==> src/rtl/velocity_ring_pkg.sv <==
// velocity_ring_pkg: fragment format, bubble constant and injector states shared by the velocity ring blocks
package velocity_ring_pkg;
    localparam int FRAG_W    = 129;
    localparam int EMPTY_BIT = 96;
    localparam int VEL_W     = 96;
    localparam int CELL_W    = 32;
    localparam logic [FRAG_W-1:0] BUBBLE = FRAG_W'(1) << EMPTY_BIT;
    typedef enum logic [2:0] {S_IDLE, S_READ, S_WAIT, S_HOLD, S_DONE} inj_state_t;
endpackage

==> src/rtl/velocity_ring_injector.sv <==
// velocity_ring_injector: scans one cell's velocity store and injects valid entries into the ring as fragments
module velocity_ring_injector
    import velocity_ring_pkg::*;
#(
    parameter int NPART  = 256,
    parameter int ADDR_W = 8
) (
    input  logic                clk,
    input  logic                reset,
    input  logic [CELL_W-1:0]   Cell,
    input  logic                start,
    input  logic [ADDR_W:0]     n_particles,
    output logic                mem_rd_en,
    output logic [ADDR_W-1:0]   mem_addr,
    input  logic [FRAG_W-1:0]   mem_rdata,
    input  logic                slot_tick,
    output logic [FRAG_W-1:0]   reference,
    output logic [CELL_W-1:0]   reference_cell,
    output logic                busy,
    output logic                done,
    output logic [ADDR_W:0]     sent_count
);
    localparam logic [ADDR_W:0] L_NMAX = (ADDR_W+1)'(NPART);
    inj_state_t          r_state;
    inj_state_t          w_state_nxt;
    logic [ADDR_W:0]     r_n;
    logic [ADDR_W-1:0]   r_idx;
    logic [FRAG_W-1:0]   r_ref;
    logic [CELL_W-1:0]   r_cell;
    logic                r_rd_en;
    logic                r_busy;
    logic                r_done;
    logic [ADDR_W:0]     r_sent;
    logic [ADDR_W:0]     w_n_clamp;
    logic                w_last;
    logic                w_accept;
    logic                w_load;
    logic                w_step;
    logic                w_unused_cell;
    assign w_unused_cell = ^Cell;
    assign w_n_clamp = (n_particles > L_NMAX) ? L_NMAX : n_particles;
    assign w_last    = ({1'b0, r_idx} + (ADDR_W+1)'(1)) == r_n;
    assign w_accept  = (r_state == S_HOLD) && slot_tick;
    assign w_load    = (r_state == S_WAIT) && mem_rdata[FRAG_W-1];
    assign w_step    = w_accept || ((r_state == S_WAIT) && !mem_rdata[FRAG_W-1]);
    always_comb begin
        w_state_nxt = r_state;
        case (r_state)
            S_IDLE:  w_state_nxt = start ? ((w_n_clamp == '0) ? S_DONE : S_READ) : S_IDLE;
            S_READ:  w_state_nxt = S_WAIT;
            S_WAIT:  w_state_nxt = mem_rdata[FRAG_W-1] ? S_HOLD : (w_last ? S_DONE : S_READ);
            S_HOLD:  w_state_nxt = slot_tick ? (w_last ? S_DONE : S_READ) : S_HOLD;
            S_DONE:  w_state_nxt = S_IDLE;
            default: w_state_nxt = S_IDLE;
        endcase
    end
    always_ff @(posedge clk or posedge reset) begin
        if (reset) begin
            r_state <= S_IDLE;
            r_n     <= '0;
            r_idx   <= '0;
            r_ref   <= BUBBLE;
            r_cell  <= '0;
            r_rd_en <= 1'b0;
            r_busy  <= 1'b0;
            r_done  <= 1'b0;
            r_sent  <= '0;
        end else begin
            r_state <= w_state_nxt;
            r_rd_en <= w_state_nxt == S_READ;
            r_busy  <= w_state_nxt != S_IDLE;
            r_done  <= w_state_nxt == S_DONE;
            if ((r_state == S_IDLE) && start) begin
                r_n    <= w_n_clamp;
                r_idx  <= '0;
                r_sent <= '0;
            end
            if (w_step)
                r_idx <= r_idx + ADDR_W'(1);
            if (w_load) begin
                r_ref  <= {32'(r_idx), 1'b0, mem_rdata[VEL_W-1:0]};
                r_cell <= mem_rdata[VEL_W +: CELL_W];
            end
            // an accepted fragment is replaced by a bubble until the next one is read
            if (w_accept) begin
                r_sent <= r_sent + (ADDR_W+1)'(1);
                r_ref  <= BUBBLE;
                r_cell <= '0;
            end
        end
    end
    assign mem_rd_en      = r_rd_en;
    assign mem_addr       = r_idx;
    assign reference      = r_ref;
    assign reference_cell = r_cell;
    assign busy           = r_busy;
    assign done           = r_done;
    assign sent_count     = r_sent;
endmodule

==> config.mk <==
export PLATFORM = sky130hd
export DESIGN_NAME = velocity_ring_injector
export DESIGN_NICKNAME = d
export VERILOG_FILES = /design/src/rtl/velocity_ring_pkg.sv /design/src/rtl/velocity_ring_injector.sv
export SDC_FILE = /design/constraint.sdc
export NUM_CORES = 1
export LEC_CHECK = 0
export ABC_AREA = 1
export BUFFER_PORTS_ARGS = -buffer_cell sky130_fd_sc_hd__buf_4
export CORE_MARGIN = 2
export CORE_UTILIZATION = 35
export CTS_CLUSTER_SIZE = 28
export DETAILED_ROUTE_END_ITERATION = 7
export HOLD_SLACK_MARGIN = 0.08
export PLACE_DENSITY = 0.61
export SETUP_SLACK_MARGIN = 0.05
export SLEW_MARGIN = 20
export SYNTH_ARGS = -nofsm -noshare
export SYNTH_HDL_FRONTEND = slang
export SYNTH_SLANG_ARGS = --single-unit
==> constraint.sdc <==
create_clock -name clk -period 6.1 [get_ports clk]
set_clock_uncertainty 0.2 [all_clocks]
set_input_delay 0.305 -clock clk [delete_from_list [all_inputs] [get_ports clk]]
set_output_delay 0.305 -clock clk [all_outputs]
set_load 0.02 [all_outputs]
# [Yosys cells after proc, flatten, opt, wreduce, memory -nomap -nowiden]
# Cells that the tools add are included.
[totals] regBits=193 inputBits=174 out_inout_bits=181
[op_classes] add_sub_neg=3 order_cmp=1 eq_ne=6 muxes=15 n_reduce_logical=12
[op_table] operator="129-bit 2-to-1 mux" n=2
[op_table] operator="32-bit 2-to-1 mux" n=2
[op_table] operator="9-bit 2-to-1 mux" n=3
[op_table] operator="8-bit 2-to-1 mux" n=2
[op_table] operator="3-bit 2-to-1 mux" n=5
[op_table] operator="3-bit case mux with 4 select lines" n=1
[op_table] operator="8-bit by 1-bit adder with 9-bit output, second input constant" n=1
[op_table] operator="9-bit by 1-bit adder with 9-bit output, second input constant" n=1
[op_table] operator="9-bit == test" n=1
[op_table] operator="9-bit > comparator, second input constant" n=1
[op_table] operator="9-bit logical NOT" n=1
[op_table] operator="8-bit by 1-bit adder with 8-bit output, second input constant" n=1
[op_table] operator="3-bit by 1-bit == test with 1-bit output, second input constant" n=2
[op_table] operator="3-bit by 2-bit == test with 1-bit output, second input constant" n=2
[op_table] operator="2-bit nonzero test" n=3
[op_table] operator="1-bit logical AND" n=4
[op_table] operator="3-bit == test, second input constant" n=1
[op_table] operator="3-bit logical NOT" n=1
[op_table] operator="3-bit nonzero test" n=1
[op_table] operator="1-bit logical NOT" n=1
[op_table] operator="1-bit logical OR" n=1

# [Longest topological paths before layout]
[depth] ltp_word=7 depth_mapped=13

# [Worst setup path before layout]
# OpenSTA, ideal clock, no wires.
[synth_path] path_kind="flip-flop to flip-flop" startpoint="register r_idx[0], in the netlist mem_addr[0]" endpoint="register r_busy, in the netlist busy" setup_time_ps=131 arrival_ps=1638 required_time_ps=5769 setup_slack_ps=4131 stages_incl_launch_ff=13 period_less_slack_ps=1969 path_cell_list="dfrtp_1 ha_1 nand2_2 nor2_1 nand2_1 nand2_2 nand2_2 nand2_2 nand2_2 nor2_4 nand3_2 nand2_2 nand4_2"
[synth_between] elab_chain_cells=6
[synth_lines] item="start: declaration" line_no="velocity_ring_injector.sv:27" source="logic [ADDR_W-1:0] r_idx;"
[synth_lines] item="start signal: assignment" line_no="velocity_ring_injector.sv:79" source="r_idx <= r_idx + ADDR_W'(1);"
[synth_lines] item="8-bit by 1-bit adder with 9-bit output *" line_no="velocity_ring_injector.sv:42" source="assign w_last = ({1'b0, r_idx} + (ADDR_W+1)'(1)) == r_n;"
[synth_lines] item="9-bit == test *" line_no="velocity_ring_injector.sv:42"
[synth_lines] item="3-bit 2-to-1 mux *" line_no="velocity_ring_injector.sv:51, velocity_ring_injector.sv:52"
[synth_lines] item="3-bit 2-to-1 mux (on tied branches)" line_no="velocity_ring_injector.sv:52, velocity_ring_injector.sv:51"
[synth_lines] item="3-bit case mux with 4 select lines *" line_no="velocity_ring_injector.sv:48" source="case (r_state)"
[synth_lines] item="3-bit nonzero test *" line_no="velocity_ring_injector.sv:71" source="r_busy <= w_state_nxt != S_IDLE;"
[synth_lines] item="end signal: assignment" line_no="velocity_ring_injector.sv:65" source="r_busy <= 1'b0;"
[synth_lines] item="end signal: assignment" line_no="velocity_ring_injector.sv:71"
[synth_lines] item="end: declaration" line_no="velocity_ring_injector.sv:31" source="logic r_busy;"
# Every way passes the cells marked *; elsewhere a longest branch is shown, timed or not.
# A chain may end at the register's enable or synchronous reset.

# [Final worst setup path]
[layout_path] startpoint="input port mem_rdata[128]" endpoint="register r_busy, in the netlist busy"
[layout_between] elab_chain_cells=3
[layout_lines] item="start: declaration" line_no="velocity_ring_injector.sv:15" source="input logic [FRAG_W-1:0] mem_rdata,"
[layout_lines] item="3-bit 2-to-1 mux" line_no="velocity_ring_injector.sv:51" source="S_WAIT: w_state_nxt = mem_rdata[FRAG_W-1] ? S_HOLD : (w_last ? S_DONE : S_READ);"
[layout_lines] item="3-bit case mux with 4 select lines" line_no="velocity_ring_injector.sv:48"
[layout_lines] item="3-bit nonzero test" line_no="velocity_ring_injector.sv:71"
# No other way between the ends.

==> qor.txt <==
HP Start - reference[96]
Slew @ Worst Pin - 0.9235 ns
Crit end category - register
H-tree levels - 4
CTS tree - built
Flop pwr share - 34.4%
Ratio of cells with drive above 1 in the final layout - 29.36%
DR DRC count - 0
First-pass GRT wire length - 36080 um
Synth cell types - 33
Logic pwr share - 46.7%
Clock tree root buffer cell - clkbuf_16
Clk slew on worst S/H paths - 0.06 ns
Cts bufs inserted - 17
Worst hold path type - reg -> reg
DP Area - 0.009634 mm^2
Reg2reg setup slack - 2.90 ns
Outcome - finished, final reports clean
Total GRT Usage - 20.40%
R2r startpoint - r_state[1]
Post-synth top area share - 57.58%
Die ar. - 0.02203 mm^2
WP data arrival - 3.31 ns
Post-synth top area cell - dfrtp_1
Finished Cell Area - 0.01160 mm^2
CTS Buffer Depth - 2
Core Footprint - 0.02036 mm^2
CP Max Fanout - 85
Max-slew violations - 0
I/O Pins - 355
Vias in the first global route - 7039
Leak - 6.234 nW
Nets - 1430
Post-synthesis sequential area ratio - 57.94%
Max IR drop VDD - 213.1 uV
Most common cell after layout, fill and taps aside - buf_4
Dpl hpwl - 14170 um
Clock share of power - 18.9%
Gate Count Post-Synth - 840
Fmax - 310.7 MHz
Final Wtd Congestion - 0.8364
Final Hold Fails - 0
Synth warn - 0
Setup TNS Final - 0 ns
Critical Path Source Type - input port
Die W - 148.4 um
# hold bufs at CTS - 140
Crit Path Class - in -> reg
Avg Inst Size Synth - 8.691 um^2
Die Y-Extent - 148.4 um
Max cap viols - 0
ANT nets after route - 0
Cts repair resizes - 0
DR pass1 iterations - 5
Clk sinks - 169
Initial antenna violation count - 0
Area Growth Syn to Fin - 58.92%
Input/output buffers - 298
Row cnt - 52
Overflow after GRT - 0
Post-Syn Area - 0.007301 mm^2
Hold Path End - reference[96]
PwrDens - 481.1 mW/mm^2
Post-DR vias/cell - 4.691
Hold Path Cell Cnt - 2
Fin Hold WS - 0.2688 ns
Final setup fails - 0
Total power - 0.005582 W
Postcts setup bufs - 0
RR Endpoint - busy
Initial core utilization - 35.85%
Initial DRC count - 327
Number of fill cells in the layout - 1805
Switching Share - 42.32%
Register area - 0.004230 mm^2
Ant diodes - 0
WL final - 22880 um
Multi-input gate area - 0.002630 mm^2
Min Tclk post-route - 3.219 ns
P_sw - 0.002363 W
Max_slew headroom - 38.44%
Wire per inst - 14.88 um
Top cells by area, synth - dfrtp_1, nand2_1, nand3_1
Commonest non-fill, non-tap cells in the layout - buf_4, nand2_1, dfrtp_1, nand3_1, dlygate4sd3_1
Largest net degree at the start of global routing - 101
Worst-case reg-to-reg path depth - 10
Internal - 0.003220 W
Worst-Skew Late Latency - 0.42 ns
Total number of vias - 7210
RSZ-0062 raised after global routing - no
Critical path data required time - 6.19 ns
Fin crit share - 52.77%
#FFs+latches synth - 169
-- power groups by stage --
stage	Sequential (W)	Clock (W)	Combinational (W)
3_5_place_dp	0.00192	0	0.00255
6_report	0.00192	0.00105	0.00261
5_1_grt	0.00198	0.00113	0.00284
3_3_place_gp	0.00191	0	0.00253
4_1_cts	0.00192	0.00109	0.00262
2_1_floorplan	0.00244	0	0.000951
-- stage by stage --
step	worst slack (ns)	utilization [%]	std cells
2_1_floorplan	1.022	-	863
3_3_place_gp	2.792	47.31	1365
3_5_place_dp	2.832	47.31	1365
4_1_cts	2.822	56.97	1537
5_1_grt	2.603	56.97	1537
6_report	2.881	56.97	1537
-- worst max-delay path, cell delays in order --
cell,delay (ns)
dlygate4sd3_1,0.55
buf_4,0.14
inv_1,0.08
nor2_4,0.04
buf_4,0.31
inv_4,0.56
buf_4,0.79
nand2_1,0.21
nor2_4,0.19
nand4_2,0.08
-- synth_stat cells, drive strengths merged --
cell and number:
clkbuf 17, o21ai 23, conb 1, a32o 1, nor3b 1, ha 2
o22ai 12, a21oi 8, dfrtp 168, nand2 322, clkinv 1, a31oi 1
nor2 22, a22oi 1, nand3 159, dfstp 1, nor3 1, or2 1
nand4 3, buf 54, inv 40, xnor2 1
-- cell type report --
type | instances | share of cell area (%)
Inverter | 41 | 1.391
Timing Repair Buffer | 443 | 31.68
Clock inverter | 13 | 1.154
Sequential cell | 169 | 36.46
Clock buffer | 19 | 3.731
Tap cell | 270 | 2.912
Multi-Input combinational cell | 582 | 22.67
-- worst max-delay path by stage --
stage	cells past startpoint	from	endpoint	slack (ns)
finish	10	mem_rdata[128]	busy	2.88
CTS	10	r_state[1]	busy	2.82
global route	10	r_state[1]	busy	2.60
detailed placement	10	r_state[1]	busy	2.83
floorplan	1	reset	busy	1.02
global placement	10	r_state[1]	busy	2.79
-- cells by family (layout without fill, tap and decap cells) --
family | count (synthesis) | count (layout) | share of synthesized area, %
AND/OR/NAND/NOR | 509 | 509 | 30.52
flip-flops | 169 | 169 | 57.94
buffers and inverters | 112 | 516 | 7.386
AO/OA/AOI/OAI | 46 | 46 | 3.633
adder cells (fa/ha/maj) | 2 | 2 | 0.3427
other | 1 | 24 | 0.05136
XOR/XNOR | 1 | 1 | 0.1200
-- sequential cells by signal (all words and copies together) (netlist names) --
name and flops:
busy 1, done 1, reference 105, r_state 3, sent_count 9, r_n 9
mem_rd_en 1, mem_addr 8, reference_cell 32
-- per-layer routing --
layer	global-route usage, %	wire, um	vias to the layer above
li1	-	-	3481
met1	25.54	9531	3448
met2	34.00	11330	250
met3	5.859	1572	31
met4	6.952	446	0
met5	0	0	-
No activity file was read; power rests on OpenSTA's default activity.
